**src/rtl/gpu_pkg.sv**
```systemverilog
// Shared GPU definitions: op-select encodings, default geometry and the
// rectangle-fill state type.
package gpu_pkg;

    localparam logic [3:0] OP_CF   = 4'd0;
    localparam logic [3:0] OP_CD   = 4'd1;
    localparam logic [3:0] OP_RF   = 4'd2;
    localparam logic [3:0] OP_RD   = 4'd3;
    localparam logic [3:0] OP_LD   = 4'd4;
    localparam logic [3:0] OP_FU   = 4'd10;
    localparam logic [3:0] OP_IDLE = 4'd15;

    localparam int DEF_H_RES = 320;
    localparam int DEF_V_RES = 240;
    localparam int DEF_X_W   = 9;
    localparam int DEF_Y_W   = 8;

    typedef enum logic [1:0] {
        RF_IDLE   = 2'd0,
        RF_SETUP  = 2'd1,
        RF_SCAN   = 2'd2,
        RF_FINISH = 2'd3
    } rf_state_t;

endpackage

```
**src/rtl/coord_sort.sv**
```systemverilog
// Combinational unsigned min/max of two coordinates.
module coord_sort #(
    parameter int W = 8
) (
    input  logic [W-1:0] i_a,
    input  logic [W-1:0] i_b,
    output logic [W-1:0] o_min,
    output logic [W-1:0] o_max
);

    logic w_a_lt_b;

    assign w_a_lt_b = (i_a < i_b);
    assign o_min    = w_a_lt_b ? i_a : i_b;
    assign o_max    = w_a_lt_b ? i_b : i_a;

endmodule

```
**src/rtl/rect_fill_gen.sv**
```systemverilog
// Rectangle-fill coordinate generator: streams every pixel of a normalised
// rectangle in raster order. Optional clipping to H_RES x V_RES via RECT_CLIP_EN.
module rect_fill_gen
    import gpu_pkg::*;
#(
    parameter int X_W   = DEF_X_W,
    parameter int Y_W   = DEF_Y_W,
    parameter int H_RES = DEF_H_RES,
    parameter int V_RES = DEF_V_RES
) (
    input  logic           CLK,
    input  logic           RST,
    input  logic           START,
    input  logic [X_W-1:0] X0,
    input  logic [X_W-1:0] X1,
    input  logic [Y_W-1:0] Y0,
    input  logic [Y_W-1:0] Y1,
    input  logic           PIX_READY,
    output logic           PIX_VALID,
    output logic [X_W-1:0] x_out,
    output logic [Y_W-1:0] y_out,
    output logic           BUSY,
    output logic           DONE,
    output rf_state_t      o_dbg_state
);

    localparam logic [X_W-1:0] X_LIM = X_W'(H_RES - 1);
    localparam logic [Y_W-1:0] Y_LIM = Y_W'(V_RES - 1);
    localparam logic [X_W:0]   X_RES = (X_W + 1)'(H_RES);
    localparam logic [Y_W:0]   Y_RES = (Y_W + 1)'(V_RES);

    rf_state_t      r_state;
    logic [X_W-1:0] r_x0, r_x1, r_xmin, r_xmax, r_cur_x;
    logic [Y_W-1:0] r_y0, r_y1, r_ymax, r_cur_y;
    logic           r_valid, r_busy, r_done;

    logic [X_W-1:0] w_xmin, w_xmax, w_xmax_c;
    logic [Y_W-1:0] w_ymin, w_ymax, w_ymax_c;
    logic           w_clip_en, w_empty, w_hs;

`ifdef RECT_CLIP_EN
    assign w_clip_en = 1'b1;
`else
    assign w_clip_en = 1'b0;
`endif

    coord_sort #(.W(X_W)) u_sort_x (
        .i_a   (r_x0),
        .i_b   (r_x1),
        .o_min (w_xmin),
        .o_max (w_xmax)
    );

    coord_sort #(.W(Y_W)) u_sort_y (
        .i_a   (r_y0),
        .i_b   (r_y1),
        .o_min (w_ymin),
        .o_max (w_ymax)
    );

    // Clipping only lowers the max corner; a min corner past the screen edge empties the region.
    assign w_xmax_c = (w_clip_en && (w_xmax > X_LIM)) ? X_LIM : w_xmax;
    assign w_ymax_c = (w_clip_en && (w_ymax > Y_LIM)) ? Y_LIM : w_ymax;
    assign w_empty  = w_clip_en && (({1'b0, w_xmin} >= X_RES) || ({1'b0, w_ymin} >= Y_RES));

    // Handshake: a pixel transfers on a rising edge where PIX_VALID && PIX_READY; while
    // PIX_VALID is high and PIX_READY low, x_out/y_out stay stable until accepted.
    assign w_hs = r_valid && PIX_READY;

    always_ff @(posedge CLK) begin
        if (RST) begin
            r_state <= RF_IDLE;
            r_x0    <= '0;
            r_x1    <= '0;
            r_y0    <= '0;
            r_y1    <= '0;
            r_xmin  <= '0;
            r_xmax  <= '0;
            r_ymax  <= '0;
            r_cur_x <= '0;
            r_cur_y <= '0;
            r_valid <= 1'b0;
            r_busy  <= 1'b0;
            r_done  <= 1'b0;
        end else begin
            case (r_state)
                RF_IDLE: begin
                    r_done <= 1'b0;
                    if (START) begin
                        r_x0    <= X0;
                        r_x1    <= X1;
                        r_y0    <= Y0;
                        r_y1    <= Y1;
                        r_busy  <= 1'b1;
                        r_state <= RF_SETUP;
                    end
                end
                RF_SETUP: begin
                    if (w_empty) begin
                        r_done  <= 1'b1;
                        r_state <= RF_FINISH;
                    end else begin
                        r_xmin  <= w_xmin;
                        r_xmax  <= w_xmax_c;
                        r_ymax  <= w_ymax_c;
                        r_cur_x <= w_xmin;
                        r_cur_y <= w_ymin;
                        r_valid <= 1'b1;
                        r_state <= RF_SCAN;
                    end
                end
                RF_SCAN: begin
                    if (w_hs) begin
                        if (r_cur_x != r_xmax) begin
                            r_cur_x <= r_cur_x + X_W'(1);
                        end else if (r_cur_y != r_ymax) begin
                            r_cur_x <= r_xmin;
                            r_cur_y <= r_cur_y + Y_W'(1);
                        end else begin
                            r_valid <= 1'b0;
                            r_done  <= 1'b1;
                            r_state <= RF_FINISH;
                        end
                    end
                end
                RF_FINISH: begin
                    r_done  <= 1'b0;
                    r_busy  <= 1'b0;
                    r_state <= RF_IDLE;
                end
                default: r_state <= RF_IDLE;
            endcase
        end
    end

    assign PIX_VALID   = r_valid;
    assign x_out       = r_cur_x;
    assign y_out       = r_cur_y;
    assign BUSY        = r_busy;
    assign DONE        = r_done;
    assign o_dbg_state = r_state;

endmodule
```
**config.mk**
```make
export PLATFORM = sky130hd
export DESIGN_NAME = rect_fill_gen
export DESIGN_NICKNAME = d
export VERILOG_FILES = /design/src/rtl/gpu_pkg.sv /design/src/rtl/coord_sort.sv /design/src/rtl/rect_fill_gen.sv
export SDC_FILE = /design/constraint.sdc
export NUM_CORES = 1
export LEC_CHECK = 0
export CORE_ASPECT_RATIO = 0.9
export CORE_MARGIN = 2
export CORE_UTILIZATION = 26
export DETAILED_ROUTE_END_ITERATION = 12
export GPL_TIMING_DRIVEN = 0
export PLACE_DENSITY = 0.53
export SLEW_MARGIN = 20
export SYNTH_ARGS = -nofsm -noshare
export SYNTH_HDL_FRONTEND = slang
export SYNTH_SLANG_ARGS = --single-unit
```
**constraint.sdc**
```tcl
create_clock -name CLK -period 2.45 [get_ports CLK]
set_input_delay 0.49 -clock CLK [delete_from_list [all_inputs] [get_ports CLK]]
set_output_delay 0.49 -clock CLK [all_outputs]
set_load 0.02 [all_outputs]
```
==> results by group <==
STA
  – Final Cycle Share: 97.99%
  – Clock skew: 0.009432 ns
  – Slew headroom: 36.71%
  – Final Setup Violations: 0
  – Max-slew violations: 0
  – Final Critical Period: around 2.4 ns
  – Final TNS setup: 0 ns
  – Final hold vios: 0
  – Worst hold slack: 0.4779 ns
  – FMAX: ~420 MHz
  – Worst slew pin tran: 0.9420 ns

Cells and area
  – Layout cell share with drive strength beyond 1: 9.238%
  – Register area: 1652 µm²
  – Post-route non-filler standard cell count: ~830
  – # fillers: 1728
  – Area Overhead vs Synth: 28.98%
  – Diode count: 0
  – Multi-input gate area: 2566 µm²
  – Final nets: between 600 and 700
  – Final instance area: 5680 µm²

Die
  – Row cnt: 45
  – Die footprint: 18000 µm²
  – Initial Util: 26.34%
  – Core Area: 16720 µm²
  – Die width: 141.2 µm
  – DIE HEIGHT: 127.5 µm
  – Io pins: 60

Critical path
  – Crit. End Element: flop
  – Crit Path Max Fanout: 10
  – R2R Setup Slk: 0.05 ns
  – Startpoint types: flop
  – Critical path class: flop to flop
  – Worst EP required: 2.64 ns
  – Crit path DAT: around 2.6 ns

Clocking
  – TritonCTS Sinks: 82
  – H-tree lvl count: 3
  – Max Buffers Root-to-Sink: 2
  – CTS tree: yes
  – CTS buffer count: 9
  – Clk pin slew, worst setup/hold paths: 0.07 ns
  – Root Driver: clkbuf_16
  – Post-CTS setup buffers: 0
  – Worst skew pair latency: 0.34 ns

Route
  – Final ANT Viol Nets: 0
  – DRC viols: 0
  – Vias/cell: 4.906
  – Drt wl/cell: 15.66 µm
  – Final wirelength: 12.97 mm
  – First drt pass iteration count: 5
  – Detailed Route Iter0 Violations: ~340
  – Routed via count: 4062

Logic synthesis
  – Area of the mapped netlist: 4404 µm²
  – Mean post-synth cell area: slightly above 8 µm²
  – Post-synthesis sequential area ratio: 37.27%
  – FFs w/ async S/R, synth: 0%
  – Cells after synthesis: 543
  – Distinct cells, synth: 54
  – Top FF cell, synth: dfxtp_1
  – Mapped Nets: 602
  – #FFs+latches synth: 82
  – Warnings from Yosys: 0
  – Number of flops mapped to enable cells by yosys: 0

Job
  – Max_cap viols: 0

Global route
  – Initial antenna violation count: 0
  – Total global routing overflow: 0
  – Largest net degree at the start of global routing: 14
  – Vias in the first global route: 3838
  – First-pass GRT wire length: 20.69 mm
  – Global Route Usage Sum: approximately 14%

Place
  – DP Cell Count: 813
  – I/O Buffers: 59
  – GPL Wtd Cong: 0.9004
  – Post-DP HPWL: 10.18 mm
  – Post-placement cell area: 5259 µm²

Pwr
  – Worst vdd ir: roughly 430 µV
  – Pleak: 2.042 nW
  – Pwr Density: about 1300 nW/µm²

Status
  – Status: finished, final reports clean

Min path
  – Hold Crit Class: flop to flop
## metal layers
layer	vias up	part of all wire [%]	track usage (%)
met5	-	0	0
met4	0	1.2	4.588
li1	2046	-	-
met2	103	43	22.44
met1	1901	50	20.49
met3	12	5.4	2.549
## path summary, 6_finish.rpt
| path | start | to | cells after the start |
|---|---|---|---|
| max | r_y1[7] | y_out[0] | 8 |
| min | r_y1[6] | r_y1[6] | 2 |
| max reg2reg | r_y1[7] | y_out[0] | 8 |
| min reg2reg | r_y1[6] | r_y1[6] | 2 |
## cell usage in the layout (no fill, tap or decap), types with 3 or more instances in the layout
cell type        count
nand3_1             13
buf_2                4
clkdlybuf4s50_1     59
a31oi_1              3
dfxtp_2              8
o211ai_1             5
a311oi_1             3
xor2_1               6
clkbuf_16            9
a211oi_1            27
xnor2_1             18
nand2_1             85
mux2_2               7
nand2b_1             4
nor2_1              56
a21oi_1             58
o311ai_0             5
inv_1               23
bufinv_16            3
nand4_1              7
ha_1                20
clkbuf_1            25
mux2i_1             22
or2_2                3
dfxtp_1             74
buf_6                3
or3_1                7
o21a_1               4
o21ai_0              7
nor3_1               3
## Yosys cell counts (6+ instances only)
cell type  count  share of area (%)
dfxtp_1       82                 37
mux2_2         7                1.8
xnor2_1       18                3.6
or3_1          7               0.99
xor2_1         6                1.2
o21ai_0        7               0.80
a211oi_1      27                4.6
a21oi_1       59                6.7
mux2i_1       22                5.0
ha_1          21                6.0
nand3_1       13                1.5
clkbuf_1      27                2.3
nor2_1        57                4.9
inv_1         23                2.0
nand2_1       85                7.2
nand4_1        7               0.99
## timing repair
| item | in CTS | in global routing |
|---|---|---|
| pin swaps | 0 | 1 |
| setup endpoints to repair | 5 | 27 |
| resized for setup | 2 | 26 |
| hold buffers | 0 | 0 |
## cell type report
class                      count  area share, %
buffer                        36          2.974
clock buffer                  11          4.449
clock inverter                 5          1.762
inverter                      23          1.520
multi-input combinational    401          45.18
sequential                    82          29.07
tap                          211          4.648
timing repair buffer          59          10.40
## flip-flops by register name (all words and copies together), names as in the netlist
signal / cells
r_x0: 9
r_x1: 9
r_xmax: 9
r_xmin: 9
x_out: 9
r_y0: 8
r_y1: 8
r_ymax: 8
y_out: 8
o_dbg_state: 2
BUSY: 1
DONE: 1
PIX_VALID: 1
## cell families (layout without fill, tap and decap cells)
family / after synthesis / count (layout) / share of synthesized area (%)
simple gates: 193 / 193 / 19.66
compound gates: 133 / 133 / 19.49
flops: 82 / 82 / 37.27
buf+inv: 60 / 134 / 5.682
mux: 29 / 29 / 6.790
xor+xnor: 25 / 25 / 5.142
fa+ha+maj: 21 / 21 / 5.966
## through the flow
stage	utilization (%)	power, W	worst slack, ns
floorplan	-	0.004660	0.2170
finish	33.97	0.007593	0.04921
global placement	31.45	0.005761	-0.2878
detailed placement	31.45	0.005853	-0.2983
global route	33.97	0.008126	-0.05304
CTS	33.61	0.007475	-0.002456
## critical path, cell delays in order (launching register included)
cell     delay (ns)
dfxtp_1        0.35
inv_1          0.07
ha_1           0.33
nand4_1        0.17
o31ai_4        0.37
buf_2          0.32
mux2i_1        0.38
o22a_1         0.21
a21oi_1        0.06
## where the power goes
group          total [W]  switching [W]  internal [W]  leakage (nW)
Sequential       0.00217       0.000431       0.00174         0.675
Combinational    0.00384        0.00226       0.00157          1.19
Clock            0.00159       0.000538       0.00105         0.176
Total            0.00759        0.00323       0.00436          2.04
Power figures use the tool's default switching activity.
